[config.mk]
export PLATFORM = sky130hd
export DESIGN_NAME = override_reg_bank
export DESIGN_NICKNAME = d
export VERILOG_FILES = /design/src/rtl/override_reg_pkg.sv /design/src/rtl/orb_channel.sv /design/src/rtl/override_reg_bank.sv
export SDC_FILE = /design/constraint.sdc
export NUM_CORES = 1
export LEC_CHECK = 0
export CORE_MARGIN = 5
export CORE_UTILIZATION = 44
export CTS_CLUSTER_SIZE = 16
export DETAILED_ROUTE_END_ITERATION = 6
export PLACE_DENSITY = 0.77
export RECOVER_POWER = 50
export SYNTH_ARGS = -nofsm -noshare
export SYNTH_HDL_FRONTEND = slang
export SYNTH_SLANG_ARGS = --single-unit
[constraint.sdc]
create_clock -name clk -period 8.8 [get_ports clk]
set_input_delay 2.2 -clock clk [delete_from_list [all_inputs] [get_ports clk]]
set_output_delay 2.2 -clock clk [all_outputs]
set_load 0.01 [all_outputs]
[src/rtl/override_reg_pkg.sv]
// Shared types and helpers for the override register bank.
package override_reg_pkg;

  // Command opcodes carried on wr_op; encodings 5..7 are no-ops.
  typedef enum logic [2:0] {
    OP_WRITE     = 3'd0,
    OP_ACC       = 3'd1,
    OP_FORCE     = 3'd2,
    OP_RELEASE   = 3'd3,
    OP_CLEAR_ALL = 3'd4,
    OP_NOP       = 3'd5
  } op_e;

  // Clear-all sequencer states.
  typedef enum logic {
    IDLE  = 1'b0,
    SWEEP = 1'b1
  } fsm_e;

  // Debug view of one channel, widened to fixed sizes so it does not depend
  // on the bank parameters (channel width up to 32, timer width up to 16).
  localparam int DBG_W     = 32;
  localparam int DBG_TMR_W = 16;

  typedef struct packed {
    logic signed [DBG_W-1:0]     base;
    logic signed [DBG_W-1:0]     force_val;
    logic        [DBG_TMR_W-1:0] timer;
    logic                        forced;
    logic                        sat;
  } ch_state_t;

  // Result of a saturating add: clamped value plus a clamp indication.
  typedef struct packed {
    logic               sat;
    logic signed [63:0] val;
  } sat_res_t;

  // Adds two sign-extended operands and clamps the sum to the signed range
  // of a w-bit value. Operands must already lie inside that range (w <= 32),
  // so the 64-bit sum can never wrap.
  function automatic sat_res_t sat_add(input logic signed [63:0] a,
                                       input logic signed [63:0] b,
                                       input int                 w);
    logic signed [63:0] sum;
    logic signed [63:0] maxv;
    logic signed [63:0] minv;
    sat_res_t           r;
    sum   = a + b;
    maxv  = (64'sd1 <<< (w - 1)) - 64'sd1;
    minv  = -maxv - 64'sd1;
    r.sat = 1'b0;
    r.val = sum;
    if (sum > maxv) begin
      r.val = maxv;
      r.sat = 1'b1;
    end else if (sum < minv) begin
      r.val = minv;
      r.sat = 1'b1;
    end
    return r;
  endfunction

endpackage

[src/rtl/orb_channel.sv]
// One channel of the override bank: base register with write/accumulate,
// a force/release override with optional self-release hold timer, and the
// registered output mux.
module orb_channel
  import override_reg_pkg::*;
#(
  parameter int                      W           = 16,
  parameter int                      TMR_W       = 8,
  parameter logic signed [W-1:0]     DEFAULT_VAL = 16'sh0100
) (
  input  logic                 clk,
  input  logic                 rst,
  input  logic                 sel,     // accepted command addressed to this channel
  input  op_e                  op,
  input  logic signed [W-1:0]  data,
  input  logic [TMR_W-1:0]     hold,
  input  logic                 clr,     // sweep is clearing this channel this cycle
  output logic signed [W-1:0]  rd_val,
  output logic                 forced,
  output logic                 sat,
  output ch_state_t            dbg
);

  logic signed [W-1:0] base;
  logic signed [W-1:0] force_val;
  logic [TMR_W-1:0]    timer;
  sat_res_t            acc;
  logic                unused_acc_hi;

  // Saturating accumulate candidate, computed every cycle.
  always_comb begin
    acc = sat_add(64'(base), 64'(data), W);
  end

  // Upper bits of the wide sum are always a sign extension of the result.
  assign unused_acc_hi = ^acc.val[63:W];

  // Channel state. Order matters: the timer runs first, then a sweep clear or
  // a command overrides it, so a command landing on the expiry cycle wins.
  // The output mux samples pre-edge state, giving one cycle of latency.
  always_ff @(posedge clk or posedge rst) begin
    if (rst) begin
      base      <= DEFAULT_VAL;
      force_val <= '0;
      timer     <= '0;
      forced    <= 1'b0;
      sat       <= 1'b0;
      rd_val    <= DEFAULT_VAL;
    end else begin
      rd_val <= forced ? force_val : base;

      if (timer != '0) begin
        timer <= timer - TMR_W'(1);
        if (timer == TMR_W'(1)) begin
          forced <= 1'b0;
        end
      end

      if (clr) begin
        base   <= DEFAULT_VAL;
        forced <= 1'b0;
        timer  <= '0;
        sat    <= 1'b0;
      end else if (sel) begin
        case (op)
          OP_WRITE: begin
            base <= data;
            sat  <= 1'b0;
          end
          OP_ACC: begin
            base <= acc.val[W-1:0];
            if (acc.sat) begin
              sat <= 1'b1;
            end
          end
          OP_FORCE: begin
            force_val <= data;
            forced    <= 1'b1;
            timer     <= hold;
          end
          OP_RELEASE: begin
            forced <= 1'b0;
            timer  <= '0;
          end
          default: ;
        endcase
      end
    end
  end

  // Debug view of the channel registers.
  always_comb begin
    dbg           = '0;
    dbg.base      = DBG_W'(base);
    dbg.force_val = DBG_W'(force_val);
    dbg.timer     = DBG_TMR_W'(timer);
    dbg.forced    = forced;
    dbg.sat       = sat;
  end

endmodule

[src/rtl/override_reg_bank.sv]
// Bank of NCH signed fixed-point channel registers with per-channel
// force/release overrides. Holds command decode and the clear-all sweep.
//
// Handshake: a command transfers on a rising edge where wr_valid && wr_ready.
// wr_ready depends only on internal state (never on wr_valid); it is high in
// IDLE and low for exactly NCH cycles while a clear-all sweep runs. Commands
// to a channel index >= NCH and opcodes 5..7 are accepted and ignored.
module override_reg_bank
  import override_reg_pkg::*;
#(
  parameter int                  NCH         = 4,
  parameter int                  W           = 16,
  parameter int                  FRAC        = 8,
  parameter logic signed [W-1:0] DEFAULT_VAL = 16'sh0100,
  parameter int                  TMR_W       = 8,
  localparam int                 CH_W        = (NCH > 1) ? $clog2(NCH) : 1
) (
  input  logic                  clk,
  input  logic                  rst,
  input  logic                  wr_valid,
  output logic                  wr_ready,
  input  logic [2:0]            wr_op,
  input  logic [CH_W-1:0]       wr_ch,
  input  logic signed [W-1:0]   wr_data,
  input  logic [TMR_W-1:0]      wr_hold,
  output logic [NCH*W-1:0]      rd_val,
  output logic [NCH-1:0]        forced,
  output logic [NCH-1:0]        sat,
  output fsm_e                  fsm_state,
  output ch_state_t [NCH-1:0]   dbg_ch
);

  // Reject parameter sets the datapath and debug view cannot represent.
  if (NCH < 1 || NCH > 16) begin : g_bad_nch
    $error("NCH must be within 1..16");
  end
  if (W < 2 || W > DBG_W || FRAC < 0 || FRAC >= W) begin : g_bad_width
    $error("W must be within 2..32 and FRAC within 0..W-1");
  end
  if (TMR_W < 1 || TMR_W > DBG_TMR_W) begin : g_bad_tmr
    $error("TMR_W must be within 1..16");
  end

  fsm_e            state_q, state_d;
  logic [CH_W-1:0] idx_q, idx_d;
  logic            accept;
  op_e             op;

  assign accept    = wr_valid && wr_ready;
  assign op        = op_e'(wr_op);
  assign fsm_state = state_q;

  // Sweep sequencer state and channel index registers.
  always_ff @(posedge clk or posedge rst) begin
    if (rst) begin
      state_q <= IDLE;
      idx_q   <= '0;
    end else begin
      state_q <= state_d;
      idx_q   <= idx_d;
    end
  end

  // Sweep sequencer next state; wr_ready is low for the whole sweep.
  always_comb begin
    state_d  = state_q;
    idx_d    = idx_q;
    wr_ready = (state_q == IDLE);
    case (state_q)
      IDLE: begin
        if (accept && op == OP_CLEAR_ALL) begin
          state_d = SWEEP;
          idx_d   = '0;
        end
      end
      SWEEP: begin
        if (idx_q == CH_W'(NCH - 1)) begin
          state_d = IDLE;
          idx_d   = '0;
        end else begin
          idx_d = idx_q + CH_W'(1);
        end
      end
      default: begin
        state_d = IDLE;
        idx_d   = '0;
      end
    endcase
  end

  for (genvar i = 0; i < NCH; i++) begin : g_ch
    orb_channel #(
      .W           (W),
      .TMR_W       (TMR_W),
      .DEFAULT_VAL (DEFAULT_VAL)
    ) u_ch (
      .clk    (clk),
      .rst    (rst),
      .sel    (accept && (wr_ch == CH_W'(i))),
      .op     (op),
      .data   (wr_data),
      .hold   (wr_hold),
      .clr    ((state_q == SWEEP) && (idx_q == CH_W'(i))),
      .rd_val (rd_val[i*W +: W]),
      .forced (forced[i]),
      .sat    (sat[i]),
      .dbg    (dbg_ch[i])
    );
  end

endmodule

# Word level (Yosys, flattened, before mapping)
# Index checks and enable logic that the tools add are counted.
totals:
  ff_bits: 235
  in_bits: 32
  output_inout_bits: 402
  word_cells: 186
op_classes:
  addsub: 9
  magnitude_cmp: 8
  eq_ne: 19
  muxes: 82
  bitwise: 5
  reduce_logical: 37
ops:
  columns: ["operator", "n"]
  rows:
  - ["2-to-1 mux 65 bit", 8]
  - ["> comparator 64 x 16 -> 1 bit, second input constant", 4]
  - ["less-than comparator 64 x 16 -> 1 bit, second input constant", 4]
  - ["2-to-1 mux 16 bit", 12]
  - ["case mux 16 bit (2 select lines)", 4]
  - ["2-to-1 mux 8 bit", 12]
  - ["adder 16 x 16 -> 17 bit", 4]
  - ["case mux 8 bit (2 select lines)", 4]
  - ["== test 8 x 1 -> 1 bit, second input constant", 4]
  - ["nonzero test 8 bit", 4]
  - ["subtractor 8 x 1 -> 8 bit, second input constant", 4]
  - ["2-to-1 mux 1 bit", 30]
  - ["AND reduction 3 bit", 8]
  - ["case mux 1 bit (2 select lines)", 9]
  - ["!= test 3 x 1 -> 1 bit, second input constant", 4]
  - ["nonzero test 3 bit", 4]
  - ["logical AND 1 bit", 10]
  - ["== test 2 bit, second input constant", 4]
  - ["AND reduction 2 bit", 4]
  - ["nonzero test 2 bit", 4]
  - ["== test 3 x 2 -> 1 bit, second input constant", 2]
  - ["NOT 1 bit", 5]
  - ["== test 2 x 1 -> 1 bit, second input constant", 2]
  - ["zero test 2 bit", 2]
  - ["7 further kinds", 8]

# Longest topological paths before layout
logic_depth:
  ltp_word: 8
  ltp_mapped: 12
  depth_no_buf: 11

# By module
# A second synthesis with hierarchy kept.
unflattened:
  hier_cells: 1681
  hier_area_um2: 15631.2
by_module_without_submodules:
  columns: ["module", "instances", "cells_each", "area_each_um2", "seq_area_each_um2"]
  rows:
  - ["orb_channel (g_ch[1].u_ch ...)", 2, 416, 3828.7, 1453.9]
  - ["orb_channel (g_ch[0].u_ch)", 1, 414, 3865.0, 1453.9]
  - ["orb_channel (g_ch[3].u_ch)", 1, 408, 3822.4, 1453.9]
  - ["override_reg_bank", 1, 27, 286.5, 75.1]

# Worst setup path before layout
# OpenSTA, ideal clock, no wires.
synth_timing:
  path_kind: "input -> register"
  from: "input port wr_data[0]"
  to: "register g_ch[1].u_ch.base[11]"
  setup_time_ns: 0.083
  arrival_ns: 4.333
  t_required_ns: 8.717
  slack_ns: 4.385
  stages: 12
  n_path_buf: 1
  cell_sequence: "ha_1 > inv_1 > fa_1 > nor2b_1 > o2111ai_1 > and3_1 > o31ai_4 > a211oi_2 > a221oi_2 > buf_4 > a21oi_1 > o21ai_0"
synth_via:
  elab_chain_len: 7
  elab_cells_between_ends: 8
  classes_between: "add/sub (1); order compare (2); mux (5)"
synth_rtl:
  columns: ["element", "line_no", "rtl"]
  rows:
  - ["start: declaration", "override_reg_bank.sv:24", "input logic signed [W-1:0] wr_data,"]
  - ["adder 16 x 16 -> 17 bit (*)", "override_reg_pkg.sv:49", "sum = a + b;"]
  - ["less-than comparator 64 x 16 -> 1 bit", "override_reg_pkg.sv:57", "end else if (sum < minv) begin"]
  - ["2-to-1 mux 65 bit", "override_reg_pkg.sv:57", null]
  - ["2-to-1 mux 65 bit (*)", "override_reg_pkg.sv:54", "if (sum > maxv) begin"]
  - ["case mux 16 bit (2 select lines) (*)", "orb_channel.sv:65", "case (op)"]
  - ["2-to-1 mux 16 bit (*)", "orb_channel.sv:64", "end else if (sel) begin"]
  - ["2-to-1 mux 16 bit (*)", "orb_channel.sv:59", "if (clr) begin"]
  - ["end signal: assignment", "orb_channel.sv:67", "base <= data;"]
  - ["end signal: assignment", "orb_channel.sv:71", "base <= acc.val[W-1:0];"]
  - ["end: declaration", "orb_channel.sv:24", "logic signed [W-1:0] base;"]
# Mark *: on every way between the ends. The rest lies on a longest branch, timed or not. The select of a mux whose other input is x is not followed.
# A chain may end at the register's enable or synchronous reset.

==> impl_metrics.py <==
metrics = {
    "power_and_ir_drop": {
        "power_frac_seq_pct": 29.4,
        "pwr-share-clk_pct": 16.9,
        "vdd_drop_max_mv": 0.2029,
        "comb_power_share_pct": 53.7,
        "power.density_nw_per_um2": 359.1,
        "p_int_mw": 4.079,
        "leakage_nw": 8.789,
        "switching_share_pct": 40.56,
        "switchingPower_mw": 2.783,
    },
    "final_layout": {
        "multi_input_area_sq_um": 7540,
        "syn_to_final_growth_pct": 27.61,
        "nNetsFinal": 1905,
        "register_area_sq_um": 5891,
        "fin_cells": 2260,
        "fill_cells": 2885,
        "drive_above_1_share_pct": 11.32,
    },
    "cts": {
        "clock-sinks": 235,
        "ctsHoldBuffers": 0,
        "clkTransAtPathRegs_ps": 60,
        "clk_latency_ps": 550,
        "cts_buffers": 28,
        "cts_resized": 0,
        "root_buffer": "clkbuf_16",
        "cts_buffer_depth": 3,
        "post_cts_buffers": 0,
        "h-tree-depth": 1,
        "tritoncts": "built",
    },
    "routing": {
        "drtAntennaViolNets": 0,
        "routed_wl_mm": 49.08,
        "via_count": 12660,
        "drc_errors": 0,
        "wl_per_cell_um": 21.72,
        "via_per_inst": 5.600,
        "drt_iter0_drc": 1024,
        "drt-pass1-iter-count": 5,
    },
    "floorplan": {
        "fp.dieArea_sq_um": 37820,
        "chipHeight_um": 194.5,
        "start_util_pct": 44.66,
        "core_sq_um": 33530,
        "rows": 67,
        "ioPinCount": 434,
        "die_x_um": 194.5,
    },
    "timing": {
        "period_minus_slack_ps": 6087,
        "whs_ps": 511.5,
        "finClkSkew_ps": 10.94,
        "rsz0062_at_grt": "false",
        "finalCritPeriodShare_pct": 69.18,
        "setup_violations": 0,
        "finalMaxSlewViolations": 107,
        "slew_headroom_pct": -224.2,
        "max_freq_mhz": 164.3,
        "tns_ps": 0,
        "final-hold-violation-count": 0,
        "worstMarginPinSlew_ps": 4837,
    },
    "setup_path": {
        "worstPathArrival_ps": 6620,
        "start_kind": "primary input",
        "cp.required_ps": 9330,
        "r2r_end": "g_ch[0].u_ch.base[7]$_DFFE_PP0P_",
        "critical-path-max-stage-delay_ps": 2690,
        "reg2reg_slack_ps": 5390,
        "crit_path_end_kind": "asynchronous set/reset pin",
        "timing.rr.start": "g_ch[0].u_ch.base[0]$_DFFE_PP0P_",
        "critPathSlowestCell": "clkinvlp_2",
        "rr_worst_depth": 11,
        "cp_max_fo": 106,
        "crit_chain": "dlygate4sd3_1 -> clkinvlp_2 -> buf_4",
        "critPathKind": "in2async",
    },
    "logic_synthesis": {
        "syn_avg_cell_area_sq_um": 9.724,
        "synth_enable_flop_cells": 0,
        "ys.warnings.count": 0,
        "synthCells": 1540,
        "synth-seq-cells": 235,
        "netlist_area_sq_um": 14980,
        "yosysSeqAreaShare_pct": 39.33,
        "ys_types": 88,
        "synth_top_flop_cell": "dfrtp_1",
        "async_reset_ff_share_pct": 100.0,
    },
    "worst_hold_path": {
        "whs_path_depth": 2,
        "hp-class": "reg2reg",
        "holdPathEnd": "g_ch[1].u_ch.force_val[0]$_DFFE_PP0P_",
        "hold_start": "g_ch[1].u_ch.force_val[0]$_DFFE_PP0P_",
    },
    "placement": {
        "gp_congestion": 0.9365,
        "dp_hpwl_mm": 36.19,
        "port_buffers": 401,
        "dp_cells": 2207,
    },
    "global_routing": {
        "grt.total_usage_pct": 24.50,
        "grt_pass1_vias": 12550,
        "antenna_found_initial": 0,
        "grt_overflow": 0,
        "grt_max_degree": 107,
        "grt_pass1_wl_mm": 74.33,
    },
    "run_status": {
        "violations": "max-capacitance violations, max-slew violations",
        "outcome": "complete, but fails checks",
    },
    "job": {
        "maxCapViolations": 1,
    },
}
-- sequential cells by signal, summed over array words and instances (netlist names) --
signal	count
g_ch.u_ch.force_val	64
g_ch.u_ch.sat	4
g_ch.u_ch.forced	4
g_ch.u_ch.base	64
fsm_state	1
idx_q	2
g_ch.u_ch.timer	32
g_ch.u_ch.rd_val	64
-- per-stage QoR --
stage	setup slack [ps]	utilization (%)	area, sq um	power (mW)
global placement	2699	54.28	18200	5.737
CTS	3096	57.01	19120	6.993
global route	1868	56.99	19110	7.288
finish	2713	56.99	19110	6.862
detailed placement	2565	54.28	18200	5.802
floorplan	166.9	-	15090	4.288
-- Yosys cell counts (all sizes together) (4+ instances only) --
master,instances,area (sq um)
o2111ai,4,35.03
xnor2,37,324.1
a211o,5,43.79
clkbuf,28,116.4
mux2,107,1205
a21oi,108,540.5
nor4b,4,35.03
nand4,4,25.02
nand2b,27,168.9
nor2,82,307.8
o211ai,14,110.1
o21a,8,61.31
a22oi,5,37.54
a211oi,22,185.2
and3,6,37.54
a31o,6,52.55
dfstp,8,210.2
o21ai,80,430.4
buf,192,1416
xor2,40,357.8
and2,10,63.82
o221ai,6,58.80
or3,7,43.79
nand3,31,155.2
maj3,4,40.04
nor2b,15,93.84
a21o,27,202.7
inv,33,123.9
a22o,22,196.4
ha,80,1001
nand2,163,611.8
o31ai,17,141.4
or2,6,37.54
a31oi,19,118.9
nand3b,6,45.04
o22ai,5,31.28
fa,4,80.08
dfrtp,227,5680
nor3,27,145.1
-- final cells by class --
type,instances,area share (%)
multi-input combinational,1081,39.45
timing repair buffer,409,21.30
inverter,34,0.6744
tap,448,2.933
sequential,235,30.82
clock buffer,47,4.517
antenna,1,0.01309
clock inverter,5,0.2881
-- critical path, delay by kind of cell --
kind	cells	cell delay (ps)
buf+inv	3	4300
-- layer usage --
layer / share of wire, % / GRT usage [%]
met4: 3.8 / 8.646
met2: 48 / 41.01
met5: 0 / 0
met1: 41 / 31.75
met3: 7.7 / 4.830
-- layout by cell type (no fill, tap or decap), types with 31 or more instances in the layout --
| master | n |
|---|---|
| o21ai_0 | 61 |
| ha_1 | 80 |
| nand2_1 | 163 |
| a21oi_1 | 108 |
| nor2_1 | 81 |
| xnor2_1 | 37 |
| dlygate4sd3_1 | 165 |
| mux2_2 | 106 |
| conb_1 | 32 |
| clkdlybuf4s50_1 | 236 |
| dfrtp_1 | 227 |
| xor2_1 | 39 |
| inv_1 | 32 |
| nand3_1 | 31 |
-- power groups by stage --
| stage | Sequential [mW] | Combinational (mW) | Clock [mW] |
|---|---|---|---|
| finish | 2.02 | 3.69 | 1.16 |
| global route | 2.07 | 4.00 | 1.22 |
| CTS | 2.03 | 3.79 | 1.18 |
| detailed placement | 2.04 | 3.76 | 0 |
| global placement | 2.03 | 3.71 | 0 |
| floorplan | 2.01 | 2.28 | 0 |
-- logic make-up (layout without fill, tap and decap cells) --
group / after synthesis / count (layout) / synth area share (%)
xor gates and xnor gates: 77 / 77 / 4.553
DFF: 235 / 235 / 39.33
muxes: 108 / 108 / 8.113
AOI/OAI and AO/OA: 374 / 374 / 16.79
and+or+nand+nor: 402 / 402 / 12.55
adders and majority gates: 88 / 88 / 7.486
other: 1 / 33 / 0.02504
buffers and inverters: 255 / 495 / 11.15
-- worst max-delay path by stage --
stage | from | end | cells after the start
after CTS | wr_data[1] | g_ch[1].u_ch.base[2]$_DFFE_PP0P_ | 11
after global placement | wr_data[1] | g_ch[1].u_ch.base[11]$_DFFE_PP0P_ | 11
final | rst | g_ch[0].u_ch.force_val[3]$_DFFE_PP0P_ | 3
after detailed placement | wr_data[1] | g_ch[1].u_ch.base[7]$_DFFE_PP0P_ | 11
after global routing | rst | g_ch[0].u_ch.force_val[3]$_DFFE_PP0P_ | 3
after floorplan | rst | fsm_state$_DFF_PP0_ | 1
Power figures use the tool's default switching activity.
